[src/rtl/serial_denormalizer.sv]
// Multi-cycle logical right-shift denormalizer: a nibble per cycle while 4 or more positions remain, then a bit per cycle.
// Shifted-out bits fold into sticky_o. Define DENORM_ROUND_BITS_EN to add separate guard_o/round_o outputs. DATA_WIDTH must be 32 or 24.
module serial_denormalizer #(
  parameter int DATA_WIDTH = 32
) (
  input  logic                          clk_i,
  input  logic                          rst_n_i,
  input  logic                          valid_i,
  output logic                          ready_o,
  input  logic [DATA_WIDTH-1:0]         operand_i,
  input  logic [$clog2(DATA_WIDTH):0]   shift_amt_i,
  output logic [DATA_WIDTH-1:0]         result_o,
  output logic                          sticky_o,
`ifdef DENORM_ROUND_BITS_EN
  output logic                          guard_o,
  output logic                          round_o,
`endif
  output logic                          valid_o,
  input  logic                          ready_i
);

  localparam int SW = $clog2(DATA_WIDTH) + 1;
  localparam logic [SW-1:0] MAX_AMT = SW'(DATA_WIDTH);
  localparam logic [SW-1:0] NIBBLE  = SW'(4);

  typedef enum logic [1:0] {
    IDLE  = 2'd0,
    SHIFT = 2'd1,
    DONE  = 2'd2
  } state_e;

  state_e                  state_q, state_d;
  logic [DATA_WIDTH-1:0]   data_q, data_d;
  logic [SW-1:0]           rem_q, rem_d;
  logic                    sticky_q, sticky_d;
  logic [SW-1:0]           sat_amt;
`ifdef DENORM_ROUND_BITS_EN
  logic                    guard_q, guard_d;
  logic                    round_q, round_d;
`endif

  // Amounts beyond the operand width behave exactly like a full-width shift.
  assign sat_amt = (shift_amt_i > MAX_AMT) ? MAX_AMT : shift_amt_i;

  // NOTE: every variable assigned here gets a default first, so no path can infer a latch.
  always_comb begin
    state_d  = state_q;
    data_d   = data_q;
    rem_d    = rem_q;
    sticky_d = sticky_q;
`ifdef DENORM_ROUND_BITS_EN
    guard_d  = guard_q;
    round_d  = round_q;
`endif
    unique case (state_q)
      IDLE: begin
        if (valid_i) begin
          data_d   = operand_i;
          rem_d    = sat_amt;
          sticky_d = 1'b0;
`ifdef DENORM_ROUND_BITS_EN
          guard_d  = 1'b0;
          round_d  = 1'b0;
`endif
          state_d  = (sat_amt == '0) ? DONE : SHIFT;
        end
      end
      SHIFT: begin
        if (rem_q >= NIBBLE) begin
          data_d   = data_q >> 4;
          rem_d    = rem_q - NIBBLE;
`ifdef DENORM_ROUND_BITS_EN
          guard_d  = data_q[3];
          round_d  = data_q[2];
          sticky_d = sticky_q | (|data_q[1:0]) | guard_q | round_q;
`else
          sticky_d = sticky_q | (|data_q[3:0]);
`endif
        end else begin
          data_d   = data_q >> 1;
          rem_d    = rem_q - SW'(1);
`ifdef DENORM_ROUND_BITS_EN
          guard_d  = data_q[0];
          round_d  = guard_q;
          sticky_d = sticky_q | round_q;
`else
          sticky_d = sticky_q | data_q[0];
`endif
        end
        if (rem_d == '0) state_d = DONE;
      end
      DONE: begin
        if (ready_i) state_d = IDLE;
      end
      default: state_d = IDLE;
    endcase
  end

  // NOTE: registers update with non-blocking assignments only; the async reset clears the datapath too, so outputs read 0 right away.
  always_ff @(posedge clk_i or negedge rst_n_i) begin
    if (!rst_n_i) begin
      state_q  <= IDLE;
      data_q   <= '0;
      rem_q    <= '0;
      sticky_q <= 1'b0;
`ifdef DENORM_ROUND_BITS_EN
      guard_q  <= 1'b0;
      round_q  <= 1'b0;
`endif
    end else begin
      state_q  <= state_d;
      data_q   <= data_d;
      rem_q    <= rem_d;
      sticky_q <= sticky_d;
`ifdef DENORM_ROUND_BITS_EN
      guard_q  <= guard_d;
      round_q  <= round_d;
`endif
    end
  end

  assign ready_o  = (state_q == IDLE);
  assign valid_o  = (state_q == DONE);
  assign result_o = data_q;
  assign sticky_o = sticky_q;
`ifdef DENORM_ROUND_BITS_EN
  assign guard_o  = guard_q;
  assign round_o  = round_q;
`endif

endmodule

[config.mk]
export PLATFORM = sky130hd
export DESIGN_NAME = serial_denormalizer
export DESIGN_NICKNAME = d
export VERILOG_FILES = /design/src/rtl/serial_denormalizer.sv
export SDC_FILE = /design/constraint.sdc
export NUM_CORES = 1
export LEC_CHECK = 0
export CELL_PAD_IN_SITES_DETAIL_PLACEMENT = 1
export CELL_PAD_IN_SITES_GLOBAL_PLACEMENT = 1
export CORE_MARGIN = 4
export CORE_UTILIZATION = 37
export CTS_CLUSTER_SIZE = 28
export DETAILED_ROUTE_END_ITERATION = 8
export PLACE_DENSITY = 0.84
export SLEW_MARGIN = 20
export SYNTH_ARGS = -nofsm -noshare
export SYNTH_HDL_FRONTEND = slang
export SYNTH_SLANG_ARGS = --single-unit
[constraint.sdc]
create_clock -name clk_i -period 3.7 [get_ports clk_i]
set_input_delay 0.555 -clock clk_i [delete_from_list [all_inputs] [get_ports clk_i]]
set_output_delay 0.555 -clock clk_i [all_outputs]
set_load 0.1 [all_outputs]
## Word-level counts from Yosys, hierarchy flattened

Index checks and enable logic that the tools add are counted.
Widths: inputs -> output; s select.

- Add/subtract/negate cells: 2
- Order comparisons: 2
- Equality and inequality tests: 5
- Mux-type cells: 16
- Bitwise logic cells: 2
- Reductions and logical operators: 7

Operators with widths:

| cell | number |
|---|---|
| $pmux 32 s2 | 1 |
| $mux 32 | 1 |
| $mux 31 | 1 |
| $mux 6 | 4 |
| $logic_not 6->1 | 2 |
| $pmux 6 s2 | 1 |
| $mux 2 | 4 |
| $ge 6x3->1 const B | 1 |
| $gt 6x6->1 const B | 1 |
| $pmux 2 s3 | 1 |
| $sub 6x1->6 const B | 1 |
| $sub 6x3->6 const B | 1 |
| $ne 2x2->1 const B | 2 |
| $reduce_or 4->1 | 1 |
| $reduce_and 3->1 | 1 |
| $eq 2x1->1 const B | 1 |
| $eq 2x2->1 const B | 1 |
| $logic_not 2->1 | 1 |
| $mux 1 | 2 |
| $ne 2x1->1 const B | 1 |
| $or 1x1->1 | 2 |
| $pmux 1 s2 | 1 |
| $reduce_and 2->1 | 1 |
| $reduce_bool 2->1 | 1 |

- Flip-flop bits (word level): 41
- Output and inout port bits: 35
- Logic and storage cells: 38

## Depth between registers and ports, before layout

Gate-level depths: netlist of run 1.

- Word-level depth: 6
- Mapped depth: 9
- Depth with buffers taken out: 6

## Worst setup path after synthesis of run 1

OpenSTA, ideal clock, no wires.

- Path kind: flip-flop to output port
- Start: reg state_q[0]
- End: out valid_o
- Arrival: 2.155 ns
- Required time: 3.145 ns
- Setup slack: 0.990 ns
- Stages on the path, launching flop included: 5
- Path buffers: 3
- Path through: dfrtp_1 > buf_2 > clkbuf_1 > clkbuf_1 > nor2_1

- Word-level cells in the longest chain between the ends: 1

RTL lines:

| element | line | text |
|---|---|---|
| start, declared | 32 | `state_e state_q, state_d;` |
| start signal, assigned | 111 | `state_q <= state_d;` |
| $eq 2x2->1 | 123 | `assign valid_o = (state_q == DONE);` |
| end, declared | 18 | `output logic valid_o,` |

No other way between the ends.

## Final worst setup path of run 1

- Start: reg rem_q[0]
- End: reg data_q[10] (netlist: result_o[10])

- Word-level cells in the longest chain between the ends: 3

RTL lines:

| element | line | text |
|---|---|---|
| start, declared | 34 | `logic [SW-1:0] rem_q, rem_d;` |
| start signal, assigned | 113 | `rem_q <= rem_d;` |
| $ge 6x3->1 | 69 | `if (rem_q >= NIBBLE) begin` |
| $mux 31 | 69 |  |
| $pmux 32 s2 | 55 | `unique case (state_q)` |
| end signal, assigned | 112 | `data_q <= data_d;` |
| end, declared | 33 | `logic [DATA_WIDTH-1:0] data_q, data_d;` |

No other way between the ends.
A chain may end at the register's enable or synchronous reset.

==> results of run 1 <==
[cells in the mapped netlist (all sizes together) (2+ instances only)]
cell type,n,area [um2]
a211oi,2,15.0
a21oi,9,45.0
nor2b,2,12.5
ha,4,50.1
nor2,10,40.0
a31oi,30,188
nand2,65,244
a32oi,3,26.3
nand2b,3,26.3
o21ai,11,55.1
o22ai,28,175
nor3,3,26.3
nor4b,2,17.5
buf,12,71.3
inv,8,30.0
nand3,3,15.0
or3,3,18.8
o22a,28,245
dfrtp,41,1030
clkbuf,18,67.6
[registers in the layout, indices dropped and copies added (netlist names)]
| register | cells |
|---|---|
| result_o | 32 |
| sticky_o | 1 |
| state_q | 2 |
| rem_q | 6 |
[worst paths after layout]
path / end / slack [ps] / cells after the start
max: result_o[10]$_DFFE_PN0P_ / 1150 / 7
min: result_o[6]$_DFFE_PN0P_ / 390 / 1
min in group clk_i: sticky_o$_DFFE_PN0P_ / 510 / 2
min reg2reg: sticky_o$_DFFE_PN0P_ / 510 / 2
max reg2reg: result_o[10]$_DFFE_PN0P_ / 1150 / 7
max in group asynchronous: result_o[12]$_DFFE_PN0P_ / 2720 / 1
[cell type report]
type / instances / area, um2 / share of cell area, %
Sequential cell: 41 / 1030 / 29.8
Timing Repair Buffer: 82 / 796 / 23.1
Multi-Input combinational cell: 225 / 1370 / 39.8
Tap cell: 80 / 100 / 2.91
Clock buffer: 7 / 86.3 / 2.51
Inverter: 8 / 30.0 / 0.873
Clock inverter: 1 / 30.0 / 0.873
[critical path, stage by stage (launching register included)]
cell	delay, ps
dfrtp_1	520
inv_1	120
ha_1	260
and2_4	180
nor3_4	760
buf_4	340
nand2_1	80
a31oi_1	200
[kinds of logic after synthesis]
logic type               count (synthesis)  share of synthesized area [%]
AO/OA/AOI/OAI                          124                           33.9
XOR/XNOR                                 1                          0.342
adder cells (fa/ha/maj)                  4                           1.95
buffers and inverters                   38                           6.59
flip-flops                              41                           40.0
multiplexers                             1                          0.390
AND/OR/NAND/NOR                         95                           16.8
[per-layer routing]
layer	part of all wire [%]	track usage, %	vias up
met5	0	0	-
met4	1.2	5.15	0
met3	5.0	4.39	11
met2	48	34.2	82
met1	46	27.9	1310
li1	-	-	1255
[per-stage QoR]
step | hold WS [ps] | worst slack, ps | cell area (um2)
finish | 392 | 1150 | 3440
global route | 449 | 975 | 3440
CTS | 423 | 1170 | 3440
detailed placement | 503 | 1240 | 3320
global placement | 506 | 1350 | 3320
floorplan | 259 | 990 | 2560
==> flow_summary.ini, run 1 <==
[logic_synthesis]
ys_warn_count = 0
yosys_register_bits = 41
ys.flop_type = dfrtp_1
synth.net_count = 350
synthesis.area_mm2 = 0.00256
synth_edf_count = 0
ys_types = 45
async_flop_share_pct = 100
synth-seq-area-share_pct = 40.0
synth.avg_cell_area_um2 = 8.43
synthCells = 304

[clock_tree]
post_cts_buffers = 0
root_buffer = clkbuf_8
clkSlewWorstSetupHoldPaths_ps = 80
ctsResizeCount = 0
cts_tree = yes
cts_buffers = 5
clock-sinks = 41
clock_path_buffers = 2
htreeDepth = 2
hold_buffers = 0
clk_latency_ps = 290

[grt]
grt_usage_pct = 20.8
grt_overflow = 0
grt_pass1_wl_um = 14200
antenna_found_initial = 0
grt_pass1_vias = 2812
grt_start_max_net_pins = 44

[finish]
syn2layout_area_growth_pct = 34.1
nets = 409
diodes = 0
final_cell_mix = 73 x clkdlybuf4s50_1, 65 x nand2_1, 41 x dfrtp_1, 30 x a31oi_1
finish.utilization_pct = 50.9
final_common_cell = clkdlybuf4s50_1
fin_cells = 444
layout-drive-gt1-share_pct = 6.32
fillers = 809

[sta]
period_needed_ps = 2550
rsz0062_at_grt = no
drv_slew = 0
min_period_over_period_pct = 69.0
fmax_ghz = 0.392
setup-tns-final_ps = 0
clock_skew_ps = 3.33
hold_viol = 0
slew_headroom_pct = 34.6
setup-violations-final = 0
tightest_slew_ps = 978

[floorplanning]
die-area_mm2 = 0.00832
core_mm2 = 0.00676
num_rows = 30
initial_core_util_pct = 37.9
die_x_um = 91.2
io_pins = 77
dieHeight_um = 91.2

[status]
status = finished clean

[detailed_routing]
routed_wl_um = 8420
firstDrtPassIters = 4
wl_per_cell_um = 19.0
vias = 2658
antenna_left = 0
vias_per_cell = 5.99
drt_iter0_markers = 188
drc = 0

[critical_path]
crit_arrival_ps = 2760
critPathLaunch = rem_q[0]$_DFFE_PN0P_
r2r-start = rem_q[0]$_DFFE_PN0P_
crit_type = reg2reg
crit_required_ps = 3910
cp_max_fo = 24
cp-end-kind = flop
start_kind = flop

[place]
port_buffers = 76
hpwl_um = 5890
place_inst = 436
gp_congestion = 0.890

[job]
maxCapViolCount = 0

[min_path]
hold_class = in2async
Power of run 1 is left out: the tool's default activity adds up to more than one toggle a clock period on the data nets, which glitch-free logic cannot reach.
==> run 2, diff against run 1 <==
CORE_UTILIZATION = 34   (was 37)
PLACE_DENSITY = 0.78   (was 0.84)
clock period = 2.5 ns   (was 3.7 ns; I/O delays follow)
==> run 2 against run 1 <==
Effect of this change: non-clock buffer count grew 7; clock skew grew 5.6 ps; hold slack lost 180 ps; cell area grew 1.1%; critical path type unchanged; count of clock-buffer cells in the layout shrank 1; core utilization shrank 3.2 points; critical path depth is the same; sequential cell count is the same; first-iteration DRC count shrank 49%; global-route usage shrank 0.51 points; largest cell class unchanged; die area grew 8.0%.
==> flow_summary.ini, run 2 (synthesis results as in run 1) <==
[status]
status = finished clean

[critical_path]
crit_cells = 7
start_kind = flop
reg2reg_slack_ps = 340
crit_type = reg2reg
cp-end-kind = flop
crit_slowest_cell = nor3_4
crit_required_ps = 2710
crit_arrival_ps = 2370
path_cells = inv_1 > ha_1 > and2_4 > nor3_4 > buf_4 > nand2_1 > a31oi_1
cpPeakStageDelay_ps = 530
cp_max_fo = 13
reg2regPathDepth = 7
r2r-start = rem_q[0]$_DFFE_PN0P_
worst-path-buf-inv = 2
timing.rr.end = result_o[0]$_DFFE_PN0P_
crit_family = simple AND/OR/NAND/NOR gates

[detailed_routing]
routedLengthMet1_um = 4030
vias_per_cell = 5.82
antenna_left = 0
wl_per_cell_um = 18.6
drt_iter0_markers = 95
wl_met2_um = 4320
routed_wl_um = 8740
wl_met3_um = 337
firstDrtPassIters = 4
vias = 2736
top_layer_used = met4
drc = 0

[sta]
fmax_ghz = 0.463
min_period_over_period_pct = 86.4
slew_headroom_pct = 38.1
tightest_slew_ps = 928
setup-tns-final_ps = 0
rsz0062_at_grt = no
holdWs_ps = 213
hold_viol = 0
period_needed_ps = 2160
setup-violations-final = 0
drv_slew = 0
clock_skew_ps = 8.95

[finish]
diodes = 0
seqCellArea_mm2 = 0.00103
final_cell_mix = 65 x nand2_1, 45 x buf_4, 41 x dfrtp_1, 40 x clkdlybuf4s50_1, 30 x a31oi_1
multi_input_area_mm2 = 0.00137
layout-drive-gt1-share_pct = 17.3
final_common_cell = nand2_1
finish.utilization_pct = 47.6
largest_register_ff_count = 32
syn2layout_area_growth_pct = 35.5
nets = 416
fillers = 909

[grt]
grt_pass1_vias = 2921
antenna_found_initial = 0
grt_overflow = 0
grt_usage_pct = 20.3
grt_start_max_net_pins = 42
grt_pass1_wl_um = 14600

[clock_tree]
cts_tree = yes
ctsResizeCount = 0
clock-sinks = 41
cts_buffers = 5
root_buffer = clkbuf_8
clk_latency_ps = 290
clock_path_buffers = 2
hold_buffers = 0
htreeDepth = 2
clkSlewWorstSetupHoldPaths_ps = 90
post_cts_buffers = 0

[floorplanning]
dieHeight_um = 94.8
core_mm2 = 0.00729
initial_core_util_pct = 35.2
die-area_mm2 = 0.00899
io_pins = 77
num_rows = 31
die_x_um = 94.8

[min_path]
hold_class = in2async

[job]
maxCapViolCount = 0

[place]
hpwl_um = 6180
port_buffers = 76
gp_congestion = 0.888
-- run 2: changes by cell type in the layout (fill, tap and decap cells not counted) --
cell	before	now
buf_4	8	45
clkdlybuf4s50_1	73	40
buf_12	0	3
clkbuf_1	1	0
clkinvlp_4	0	1
nor2_1	9	8
nor2_2	1	2
or3_1	2	3
or3_2	1	0
-- run 2: worst register-to-register path, delay by kind of cell, from the launching register on --
kind / cells / cell delay, ps
compound gates: 1 / 190
fa+ha+maj: 1 / 240
buf+inv: 2 / 370
flops: 1 / 490
simple gates: 3 / 790
-- run 2: final cells by class --
type / instances / area share (%)
Clock buffer: 6 / 2.38
Inverter: 8 / 0.864
Timing Repair Buffer: 89 / 23.1
Multi-Input combinational cell: 225 / 39.5
Sequential cell: 41 / 29.5
Tap cell: 99 / 3.57
Clock inverter: 2 / 1.08
-- run 2: routing by layer --
metal  vias to the layer above  global-route usage, %
met1                      1391                   27.3
met3                         7                   2.95
met4                         0                   4.45
met5                         -                      0
met2                        67                   34.5
li1                       1271                      -
-- run 2: per-stage QoR --
| stage | area [um2] | std cells | setup slack (ps) |
|---|---|---|---|
| after floorplan | 2570 | 304 | 215 |
| after global placement | 3350 | 462 | 498 |
| after detailed placement | 3350 | 462 | 379 |
| after CTS | 3470 | 470 | 330 |
| after global routing | 3470 | 470 | 177 |
| final | 3470 | 470 | 341 |
-- run 2: how the worst max path moves through the flow --
stage / startpoint / to / slack [ps]
final: rem_q[0]$_DFFE_PN0P_ / result_o[0]$_DFFE_PN0P_ / 340
after global routing: rem_q[0]$_DFFE_PN0P_ / result_o[3]$_DFFE_PN0P_ / 180
after global placement: valid_i / rem_q[3]$_DFFE_PN0P_ / 500
after CTS: rem_q[0]$_DFFE_PN0P_ / result_o[0]$_DFFE_PN0P_ / 330
after detailed placement: rem_q[0]$_DFFE_PN0P_ / result_o[25]$_DFFE_PN0P_ / 380
after floorplan: state_q[0]$_DFFE_PN0P_ / state_q[1]$_DFFE_PN0P_ / 220
Power of run 2 is left out for the same reason.
